$ cat config.mk
export PLATFORM = sky130hd
export DESIGN_NAME = uart_rx_periph
export DESIGN_NICKNAME = d
export VERILOG_FILES = /design/src/rtl/uart_rx_periph.sv
export SDC_FILE = /design/constraint.sdc
export NUM_CORES = 1
export LEC_CHECK = 0
export CORE_MARGIN = 2
export CORE_UTILIZATION = 51
export DETAILED_ROUTE_END_ITERATION = 6
export GPL_TIMING_DRIVEN = 0
export PLACE_DENSITY = 0.74
export SETUP_SLACK_MARGIN = 0.3
export SLEW_MARGIN = 20
export SYNTH_ARGS = -nofsm -noshare
export SYNTH_HDL_FRONTEND = slang
export SYNTH_SLANG_ARGS = --single-unit
$ cat constraint.sdc
create_clock -name sys_clk -period 1.9 [get_ports sys_clk]
set_clock_uncertainty 0.2 [all_clocks]
set_input_delay 0.475 -clock sys_clk [delete_from_list [all_inputs] [get_ports sys_clk]]
set_output_delay 0.475 -clock sys_clk [all_outputs]
set_load 0.03 [all_outputs]
$ cat src/rtl/uart_rx_periph.sv
// 8N1 UART receiver: 16x oversampled deframer that holds one byte and its
// status flags until the CPU read path acknowledges them.
module uart_rx_periph #(
    parameter int CLK_FREQ = 100000000,
    parameter int BAUD     = 9600,
    parameter int DIV      = CLK_FREQ / (BAUD * 16)
) (
    input  logic       sys_clk,
    input  logic       reset,
    input  logic       UART_RX,
    input  logic       rd_ack,
    output logic [7:0] rx_data,
    output logic       rx_valid,
    output logic       overrun,
    output logic       frame_err,
    output logic       busy
);
    localparam logic [1:0] IDLE  = 2'd0;
    localparam logic [1:0] START = 2'd1;
    localparam logic [1:0] DATA  = 2'd2;
    localparam logic [1:0] STOP  = 2'd3;
    localparam int TW = $clog2(DIV);

    logic [TW-1:0] tcnt;
    logic          tick;
    logic          s1, rx_s, prev;
    logic [1:0]    state;
    logic [3:0]    scnt;
    logic [2:0]    bcnt;
    logic [7:0]    shreg;
    logic          stop_pt;

    assign tick    = (tcnt == TW'(DIV - 1));
    assign stop_pt = (state == STOP) && tick && (scnt == 4'd15);
    assign busy    = (state != IDLE);

    always_ff @(posedge sys_clk) begin
        if (reset) begin
            tcnt      <= '0;
            s1        <= 1'b1;
            rx_s      <= 1'b1;
            prev      <= 1'b1;
            state     <= IDLE;
            scnt      <= 4'd0;
            bcnt      <= 3'd0;
            shreg     <= 8'd0;
            rx_data   <= 8'd0;
            rx_valid  <= 1'b0;
            overrun   <= 1'b0;
            frame_err <= 1'b0;
        end else begin
            // tick phase is free-running; start bits are not realigned to it
            tcnt <= tick ? '0 : tcnt + 1'b1;
            s1   <= UART_RX;
            rx_s <= s1;
            prev <= rx_s;

            if (rd_ack) begin
                rx_valid  <= 1'b0;
                overrun   <= 1'b0;
                frame_err <= 1'b0;
            end

            case (state)
                IDLE: begin
                    if (prev && !rx_s) begin
                        scnt  <= 4'd0;
                        state <= START;
                    end
                end
                START: begin
                    if (tick) begin
                        if (scnt == 4'd7) begin
                            if (!rx_s) begin
                                scnt  <= 4'd0;
                                bcnt  <= 3'd0;
                                state <= DATA;
                            end else begin
                                state <= IDLE;
                            end
                        end else begin
                            scnt <= scnt + 4'd1;
                        end
                    end
                end
                DATA: begin
                    if (tick) begin
                        scnt <= scnt + 4'd1;
                        if (scnt == 4'd15) begin
                            shreg <= {rx_s, shreg[7:1]};
                            bcnt  <= bcnt + 3'd1;
                            if (bcnt == 3'd7) state <= STOP;
                        end
                    end
                end
                STOP: begin
                    if (tick) begin
                        scnt <= scnt + 4'd1;
                        if (scnt == 4'd15) begin
                            // later assignments here win over the rd_ack clears above
                            if (rx_s) begin
                                rx_data  <= shreg;
                                rx_valid <= 1'b1;
                                if (rx_valid && !rd_ack) overrun <= 1'b1;
                            end else begin
                                frame_err <= 1'b1;
                            end
                            state <= IDLE;
                        end
                    end
                end
                default: state <= IDLE;
            endcase
        end
    end
endmodule

== Word level (Yosys, flattened, before mapping) ==
Index checks and enable logic that the tools add are counted.

* Add/sub/neg operators: 3
* Eq/ne operators: 18
* Multiplexer cells: 38
* Reduce and logical (&&, ||, !) cells: 14

{| class="wikitable"
|+ Operator list
! kind !! count
|-
| $mux W4 || 5
|-
| $mux W2 || 9
|-
| $mux W1 || 16
|-
| $ne A2 B2 Y1 const B || 8
|-
| $mux W3 || 5
|-
| $pmux W4 S3 || 1
|-
| $add A10 B1 Y10 const B || 1
|-
| $eq A10 B10 Y1 const B || 1
|-
| $pmux W2 S4 || 1
|-
| $reduce_and A4 Y1 || 2
|-
| $reduce_and A8 Y1 || 1
|-
| $pmux W3 S2 || 1
|-
| $reduce_and A6 Y1 || 1
|-
| $add A4 B1 Y4 const B || 1
|-
| $eq A2 B2 Y1 const B || 2
|-
| $eq A4 B3 Y1 const B || 1
|-
| $eq A4 B4 Y1 const B || 1
|-
| $ne A2 B1 Y1 const B || 2
|-
| $reduce_bool A2 Y1 || 2
|-
| $reduce_or A2 Y1 || 2
|-
| $add A3 B1 Y3 const B || 1
|-
| $eq A3 B3 Y1 const B || 1
|-
| $ne A3 B3 Y1 const B || 1
|-
| $reduce_and A3 Y1 || 1
|-
| 4 further kinds || 6
|}

* Register bits after elaboration: 41
* Input port bits: 4
* Output and inout port bits: 12
* Word-level logic and storage cells: 85

== Depth between registers and ports, before layout ==
* Word-level depth: 7
* Gate-level depth with buffers: 7
* Mapped depth without buffers: 6

== Worst setup path after synthesis ==
Ideal clock, no wire load.

* Kind: reg2reg
* Start: register tcnt[0]
* End: register state[0]
* Arrival: 1.738 ns
* Clock period less this slack: 2.061 ns
* Setup slack: -0.161 ns
* Setup time: 0.123 ns
* Stages on the path, launching flop included: 7
* Required time: 1.577 ns
* Path buffers: 0
* Path through: dfxtp_1 inv_1 ha_1 nand4b_1 or4_4 a22oi_2 mux2_1

* Word-level cells in the longest chain between the ends: 3
* Elaborated cells on any way between the ends: 5
* Those cells by class: 4 x eq/ne; 1 x reduce/logical

{| class="wikitable"
|+ Ends and longest elaborated chain
! item !! line !! text
|-
| from (decl) || 24 || <nowiki>logic [TW-1:0] tcnt;</nowiki>
|-
| from (signal assigned) || 53 || <nowiki>tcnt <= tick ? '0 : tcnt + 1'b1;</nowiki>
|-
| $eq A10 B10 Y1 * || 33 || <nowiki>assign tick = (tcnt == TW'(DIV - 1));</nowiki>
|-
| $ne A2 B2 Y1 (no source line) || n/a ||
|-
| $reduce_and A8 Y1 (no source line) * || n/a ||
|-
| to (signal assigned) || 43 || <nowiki>state <= IDLE;</nowiki>
|-
| to (signal assigned) || 68 || <nowiki>state <= START;</nowiki>
|-
| to (signal assigned) || 77 || <nowiki>state <= DATA;</nowiki>
|-
| to (decl) || 27 || <nowiki>logic [1:0] state;</nowiki>
|}

Every way passes the cells marked *; elsewhere a longest branch is shown, timed or not.
A chain may end at the register's enable or synchronous reset.

== Worst setup path in the final report ==
* Start: register tcnt[5]
* End: register state[0]

Same word-level chain as after synthesis.

==> metrics.cfg <==
[status]
outcome=finished, violations left
violations=negative setup slack

[sta]
post-route-period-util_pct=110.4
rsz0062_at_grt=true
min_period_ns=2.098
setup_viol=26
drv_slew=0
hold_violations=0
hold-worst-slack_ns=0.2274
tightestPinTransition_ns=0.4798
fin_ws_ns=-0.1981
fmax_mhz=476.6
slew_headroom_pct=68.01

[synthesis]
ys_types=43
synthCells=190
syn-num-nets=199
ys_warn_count=0
postSynthAreaPerCell_um2=9.832
synth_async_sr_flop_share_pct=0
yosysSeqAreaShare_pct=43.94
synth_ff_type=dfxtp_1
synth-edff-count=0
synth-seq-cells=41
synth_area_mm2=0.001868

[global_routing]
antenna_found_initial=0
met2_usage_pct=34.64
gr-total-overflow=0
top_usage_layer=met2
grt_pass1_vias=1519
grt_first_pass_wirelength_mm=6.948
use_met3_pct=6.424
track_usage_pct=21.87
grt_max_degree=15
grtUsageMet1_pct=27.25

[worst_setup_path]
crit_path_end_kind=flop
cp_cell_sequence=or3b_4 -> or4_4 -> a22oi_2 -> mux2_4
cp_max_fo=3
arrival_ns=2.15
required_ns=1.96
slowest_stage=or4_4
startpoint_type=flop
crit_type=reg2reg
rr_worst_depth=4
slowest_delay_ns=0.53

[routing]
first_pass_iters=4
ant_nets=0
drc_errors=0
vias_per_cell=5.576
drt-total-wl_mm=4.506
first_iter_violations=78
wl_per_cell_um=16.21
vias=1550

[power_and_ir_drop]
power_leakage_uw=0.001066
power.density_mw_per_mm2=670.9
total_power_uw=1736
vdd_drop_max_mv=0.4932

[floorplan]
die_h_um=64.52
initial_core_util_pct=54.69
dieWidth_um=64.52
ios=16
core_mm2=0.003416
rows=21
dieArea_mm2=0.004163

[finish]
antenna_cells=0
syn2layout_area_growth_pct=38.51
fillers=240
final_cell_mix=buf_4 (26), dfxtp_1 (24), nand2b_1 (23)
nNetsFinal=240
postLayoutCoreUtil_pct=75.75
drive_above_1_share_pct=46.12
final_common_cell=buf_4

[place]
post-place-ws_ns=-0.4191
hpwl_mm=2.482
gp_congestion=0.7757
portBuffers=15

[clock_network]
clk_latency_ns=0.37
clock-sinks=41
cts.reportedPaths.clkPinSlew_ns=0.12
tritoncts=built
ctsHtreeMaxLevel=2
clockBufferDepth=2
cts_buffers=5
root_buffer=clkbuf_4
postCtsHoldBufs=0

[flow_run]
max-cap-violations=0

[min_path]
whs_path_depth=1
hold_path.class=reg2reg

==> per-stage QoR <==
step	instance area, um^2	TNS (ns)	cells
finish	2587	-1.955	278
global route	2587	-4.169	278
CTS	2361	-2.736	270
detailed placement	2121	-5.092	251
global placement	2121	-4.462	251
floorplan	1913	-0.1719	190
==> flip-flops by register name (all words and copies together), names as in the netlist, named ones only <==
register	cells
scnt	4
rx_data	8
state	1
rx_s	1
overrun	1
tcnt	10
bcnt	3
frame_err	1
prev	1
s1	1
shreg	8
rx_valid	1
==> layout make-up <==
cell class                      count  area (um^2)  area share (%)
Clock inverter                      3        68.82           2.660
Tap cell                           46        57.56           2.224
Buffer                              9        75.07           2.901
Timing Repair Buffer               34        302.8           11.70
Clock buffer                        5        37.54           1.451
Inverter                            3        11.26          0.4352
Sequential cell                    41        852.1           32.93
Multi-Input combinational cell    137         1182           45.70
==> metal layers <==
metal / routed length (um) / part of all wire (%)
met4: 89 / 2.0
met1: 1992 / 44
met5: 0 / 0
met3: 246 / 5.5
met2: 2177 / 48
==> cell usage after synthesis (3+ instances only) <==
library cell  number  area [um^2]
ha_1               5        62.56
nor2b_1            3        18.77
nor3_1             4        20.02
mux2i_1           17        170.2
nand2_1            4        15.01
and3_1             5        31.28
a21oi_1            7        35.03
nand2b_1          23        143.9
clkbuf_1           6        22.52
dfxtp_1           41        820.8
nand3b_1           4        30.03
or2_2              6        37.54
xnor2_1            6        52.55
nand3_1            5        25.02
nor2_1            16        60.06
inv_1              3        11.26
==> kinds of logic (layout without fill, tap and decap cells) <==
group / after synthesis / count (layout) / synth area share [%]
AND/OR/NAND/NOR: 82 / 82 / 26.86
AO/OA/AOI/OAI: 24 / 24 / 9.645
flip-flops: 41 / 41 / 43.94
buffers and inverters: 12 / 54 / 2.746
XOR/XNOR: 8 / 8 / 3.751
adder cells (fa/ha/maj): 5 / 5 / 3.349
multiplexers: 18 / 18 / 9.712
==> worst max-delay path: cells and delay by family (launching register included) <==
kind	cells	cell delay, ns
compound gates	1	0.20
flops	1	0.37
mux	1	0.31
simple gates	2	0.92
==> repair_timing <==
action                                  in CTS  in global routing
setup buffers                               10                  7
pin swaps                                    6                 14
endpoints found under the setup margin      51                 50
gates resized for setup                     90                 60
cloned                                       1                  1
==> path summary, 6_finish.rpt <==
path	startpoint	endpoint	slack (ns)
max reg2reg	tcnt[5]	state[0]	-0.20
min	s1	rx_s	0.23
max	tcnt[5]	state[0]	-0.20
min reg2reg	s1	rx_s	0.23
==> where the power goes <==
group	internal (uW)	total, uW	leakage (uW)	switching (uW)
logic	67.8	131	0.000669	63.2
clock network	414	729	0.0000558	315
registers	866	876	0.000341	9.95
Power figures use the tool's default switching activity.
